[config.mk]
export PLATFORM = sky130hd
export DESIGN_NAME = switch_input_port_5x80
export DESIGN_NICKNAME = d
export VERILOG_FILES = /design/src/rtl/switch_input_port_5x80.sv
export SDC_FILE = /design/constraint.sdc
export NUM_CORES = 1
export LEC_CHECK = 0
export CAP_MARGIN = 20
export CORE_ASPECT_RATIO = 2
export CORE_MARGIN = 4
export CORE_UTILIZATION = 55
export CTS_BUF_LIST = sky130_fd_sc_hd__clkbuf_4
export DETAILED_ROUTE_END_ITERATION = 7
export PLACE_DENSITY = 0.8
export SYNTH_ARGS = -nofsm -noshare
export SYNTH_HDL_FRONTEND = slang
export SYNTH_SLANG_ARGS = --single-unit
[constraint.sdc]
create_clock -name clk -period 4.03 [get_ports clk]
set_input_delay 0.6045 -clock clk [delete_from_list [all_inputs] [get_ports clk]]
set_output_delay 0.6045 -clock clk [all_outputs]
set_load 0.02 [all_outputs]
[src/rtl/switch_input_port_5x80.sv]
// Switch input port: flit FIFO with head-flit validation, packet lock FSM and
// sticky error flags. The FIFO head is broadcast to every output allocator.
module switch_input_port_5x80 #(
   parameter int DEPTH = 4,
   parameter int NOUT  = 5,
   parameter int FLITW = 80
) (
   input  logic             clk,
   input  logic             rst,
   input  logic [FLITW-1:0] flit_in,
   input  logic             valid_in,
   output logic             busy_out,
   output logic [FLITW-1:0] flit_out,
   output logic             valid_out,
   input  logic [NOUT-1:0]  not_accept_in,
   output logic [2:0]       cur_port,
   output logic             in_packet,
   output logic [2:0]       err_flags
);

   localparam int             AW       = $clog2(DEPTH);
   localparam logic [AW:0]    FULL_CNT = (AW+1)'(DEPTH);
   localparam logic [31:0]    NOUT_U   = 32'(NOUT);

   localparam logic [1:0]     T_HEAD    = 2'b00;
   localparam logic [1:0]     T_PAYLOAD = 2'b01;
   localparam logic [1:0]     T_TAIL    = 2'b10;
   localparam logic [1:0]     T_SINGLE  = 2'b11;

   localparam logic [0:0]     S_IDLE = 1'b0;
   localparam logic [0:0]     S_PKT  = 1'b1;

   logic [FLITW-1:0] mem_q [DEPTH];
   logic [AW-1:0]    wr_ptr_q, wr_ptr_d;
   logic [AW-1:0]    rd_ptr_q, rd_ptr_d;
   logic [AW:0]      count_q, count_d;
   logic [0:0]       state_q, state_d;
   logic [2:0]       cur_port_q, cur_port_d;
   logic [2:0]       err_q, err_d;

   logic [FLITW-1:0] head_flit;
   logic [1:0]       ftype;
   logic [2:0]       fdest;
   logic             nonempty, full;
   logic             is_hs, legal, in_range;
   logic             accept, discard, push, pop;

   // Head decode uses registered state only, so busy_out has no input path.
   always_comb begin
      head_flit = mem_q[rd_ptr_q];
      ftype     = head_flit[1:0];
      fdest     = head_flit[4:2];
      nonempty  = (count_q != '0);
      full      = (count_q == FULL_CNT);
      is_hs     = (ftype == T_HEAD) || (ftype == T_SINGLE);
      legal     = (state_q == S_IDLE) ? is_hs : !is_hs;
      in_range  = !is_hs || ({29'd0, fdest} < NOUT_U);
      valid_out = nonempty && legal && in_range;
      accept    = valid_out && (not_accept_in == '0);
      discard   = nonempty && !(legal && in_range);
      push      = valid_in && !full;
      pop       = accept || discard;
   end

   // NOTE: every signal assigned here gets a default first, so no latch is inferred.
   always_comb begin
      wr_ptr_d   = wr_ptr_q;
      rd_ptr_d   = rd_ptr_q;
      count_d    = count_q;
      state_d    = state_q;
      cur_port_d = cur_port_q;
      err_d      = err_q;

      if (push) wr_ptr_d = wr_ptr_q + AW'(1);
      if (pop)  rd_ptr_d = rd_ptr_q + AW'(1);

      case ({push, pop})
         2'b10:   count_d = count_q + 1'b1;
         2'b01:   count_d = count_q - 1'b1;
         default: count_d = count_q;
      endcase

      // Only accepted flits advance the packet lock; discards leave it alone.
      if (accept) begin
         case (ftype)
            T_HEAD: begin
               state_d    = S_PKT;
               cur_port_d = fdest;
            end
            T_TAIL:    state_d = S_IDLE;
            T_PAYLOAD: state_d = S_PKT;
            default:   state_d = state_q;
         endcase
      end

      err_d = err_q | {nonempty && !in_range,
                       nonempty && !legal,
                       valid_in && full};
   end

   // NOTE: sequential state uses non-blocking assignments so all registers update together.
   always_ff @(posedge clk) begin
      if (rst) begin
         wr_ptr_q   <= '0;
         rd_ptr_q   <= '0;
         count_q    <= '0;
         state_q    <= S_IDLE;
         cur_port_q <= '0;
         err_q      <= '0;
      end else begin
         wr_ptr_q   <= wr_ptr_d;
         rd_ptr_q   <= rd_ptr_d;
         count_q    <= count_d;
         state_q    <= state_d;
         cur_port_q <= cur_port_d;
         err_q      <= err_d;
      end
   end

   // NOTE: storage is not reset; count_q gates every read, so stale entries are never seen.
   always_ff @(posedge clk) begin
      if (push) mem_q[wr_ptr_q] <= flit_in;
   end

   assign busy_out  = full;
   assign flit_out  = head_flit;
   assign cur_port  = cur_port_q;
   assign in_packet = (state_q == S_PKT);
   assign err_flags = err_q;

endmodule

==> results.txt <==
Outcome -> finished clean
Worst hold slack -> 0.4755 ns
# Post-CTS Setup Buffers -> 0
Layout area overhead -> 23.93%
Setup_tns -> 0 ns
Number of global-route vias before repair -> 6788
GRT Overall Usage -> 19.92%
Die ar. -> 25120 µm²
Period utilisation layout -> 90.97%
Synth Register Bits -> 336
Crit path largest cell delay -> 0.63 ns
Total Wirelength -> 23940 µm
Unique cell type count in the Yosys netlist -> 33
Flop2flop setup slack -> 0.76 ns
DP Area -> 14520 µm²
Initial Util -> 55.87%
CP required -> 3.43 ns
Clk sinks -> 336
Via count -> 6012
Initial antenna violation count -> 4
Worst-path clk slew -> 0.08 ns
Sequential area share after synthesis -> 80.20%
Root Buffer -> clkbuf_4
Vias per Instance -> 5.587
Worst Clk Skew -> 0.03762 ns
Per-cell routed wire length -> 22.25 µm
Post_cts resized -> 0
Layout cells sized above 1 -> 25.13%
Hold WC Path Type -> flop to flop
Worst setup margin -> 0.3640 ns
Slew margin rel. -> 43.29%
Worst Setup End Kind -> primary output
RSZ-0062 raised after global routing -> false
GPL Wtd Cong -> 0.7778
First-pass GRT wire length -> 36970 µm
CTS max path bufs -> 3
Largest net degree at the start of global routing -> 49
R2R depth -> 11
PwrDens -> 634.8 nW/µm²
DR pass1 iterations -> 5
DRC -> 0
CTS tree -> built
Pre-CTS setup slack -> 0.7596 ns
Design area -> 15340 µm²
FP Rows -> 77
DP Wirelength -> 15240 µm
Die W -> 114.1 µm
H-Tree Depth -> 3
Worst-Margin Slew -> 0.8507 ns
Post-Syn Instances -> 516
Type of origin of the critical path -> flop
DRT iter0 DRCs -> 321
Final net count -> 849
CP Max Fanout -> 35
Crit path max-delay family -> buffers and inverters
Reg-to-reg endpoint -> count_q[2]$_SDFFE_PP0P_
I/O Pins -> 177
Fin. max-slew vios -> 0
Syn avg cell area -> 23.99 µm²
Async S/R FF share, synth -> 0%
Port bufs -> 176
Fmax -> 272.8 MHz
Crit-path cells -> buf_4 -> mux4_2 -> o21ai_4 -> nand2_1 -> a21oi_1 -> clkdlybuf4s50_1
Hold Fails Final Rpt -> 0
Slowest cell on crit path -> clkdlybuf4s50_1
EDFF count, synth -> 320
Filler cells -> 1406
# Max-Cap Violations -> 0
Endpoint, Worst Hold -> err_flags[0]$_SDFF_PP0_
Synthesized cell area -> 12380 µm²
Area of the core -> 22160 µm²
Max IR drop VDD -> 0.0004026 V
WP buf/inv -> 2
Crit path DAT -> 3.06 ns
Post-Syn Nets -> 612
Synth Flop Type -> edfxtp_1
Min cycle time layout -> 3.666 ns
Worst hold path depth -> 2
Antenna viol nets, final -> 0
Die Y -> 220.2 µm
Setup CP Type -> flop to primary output
Yosys warns -> 0
Leak -> 0.004991 µW
GR Overflow Total -> 0
Hold path start -> err_flags[0]$_SDFF_PP0_
CTS buffer count -> 69
# setup viols final -> 0
CTS Hold Bufs -> 0
Worst skew pair latency -> 0.67 ns
where the power goes:
| part | internal, µW | switching [µW] |
|---|---|---|
| logic | 1490 | 1580 |
| clock network | 1150 | 1170 |
| registers | 4250 | 115 |
state kept, by name, indices dropped and copies added, names as in the netlist, named ones only:
register / cells
wr_ptr_q: 2
rd_ptr_q: 2
err_flags: 3
count_q: 3
in_packet: 1
mem_q: 320
cur_port: 3
layout make-up:
type | count | area (µm²) | area share [%]
Multi-Input combinational cell | 152 | 2337 | 15.23
Inverter | 7 | 26.28 | 0.1712
Clock buffer | 87 | 653.1 | 4.257
Timing Repair Buffer | 187 | 1869 | 12.18
Antenna cell | 4 | 10.01 | 0.06524
Sequential cell | 336 | 9937 | 64.76
Clock inverter | 27 | 165.2 | 1.076
Tap cell | 276 | 345.3 | 2.251
worst max-delay path by stage:
stage | from | end | cells after the start
CTS | flop | flit_out[14] | 3
detailed placement | flop | count_q[2]$_SDFFE_PP0P_ | 11
floorplan | valid_in | mem_q[1][0]$_DFFE_PP_ | 3
global placement | flop | count_q[2]$_SDFFE_PP0P_ | 11
finish | flop | valid_out | 6
global route | flop | flit_out[18] | 3
metal layers:
layer,track usage (%),up-vias,wire (µm)
li1,-,2675,-
met1,21.69,3084,8205
met2,35.50,213,13650
met3,5.309,38,1394
met4,9.869,2,672
met5,0,-,13
synth_stat cells, types with 2 or more instances:
cell        n  area (µm²)
edfxtp_1  320        9609
mux4_2     80        1802
dfxtp_1    16       320.3
nor2_1     16       60.06
clkbuf_1   11       41.29
buf_2       9       45.04
a21oi_1     7       35.03
ha_1        7       87.58
inv_1       7       26.28
and2_1      6       37.54
mux2i_1     5       50.05
nand2_1     3       11.26
nor2b_1     3       18.77
nor3_1      3       15.01
nand2b_1    2       12.51
nand3_1     2       10.01
xnor2_1     2       17.52
xor2_1      2       17.52
per-stage QoR:
step	total power (µW)	cells	utilization (%)
2_1_floorplan	6253	516	-
3_3_place_gp	7468	958	65.51
3_5_place_dp	7549	958	65.51
4_1_cts	9882	1072	69.20
5_1_grt	10230	1075	69.23
6_report	9740	1076	69.24
layout by cell type (no fill, tap or decap), types with 4 or more instances in the layout:
| master | n |
|---|---|
| clkbuf_4 | 87 |
| and2_4 | 4 |
| inv_1 | 7 |
| edfxtp_1 | 320 |
| dfxtp_1 | 14 |
| diode_2 | 4 |
| nor2_1 | 16 |
| mux2i_1 | 5 |
| ha_1 | 7 |
| clkinv_1 | 17 |
| clkdlybuf4s50_1 | 176 |
| a21oi_1 | 7 |
| mux4_2 | 80 |
| buf_4 | 9 |
worst reg2reg max path, cell delays in order (launching register included):
cell and delay [ns]:
dfxtp_4 0.42, mux4_2 0.57, inv_1 0.08, ha_1 0.27, xor2_1 0.18, a21oi_1 0.26
o22ai_4 0.16, nor2b_1 0.20, fa_1 0.38, and2_1 0.15, mux2i_1 0.15, mux2_2 0.35
kinds of logic after synthesis:
family                   synth area share, %
XOR/XNOR                              0.2830
multiplexers                           15.17
adder cells (fa/ha/maj)               0.8691
buffers and inverters                  1.001
AND/OR/NAND/NOR                        1.567
AO/OA/AOI/OAI                         0.9096
flip-flops                             80.20
(Power assumes the default switching activity.)
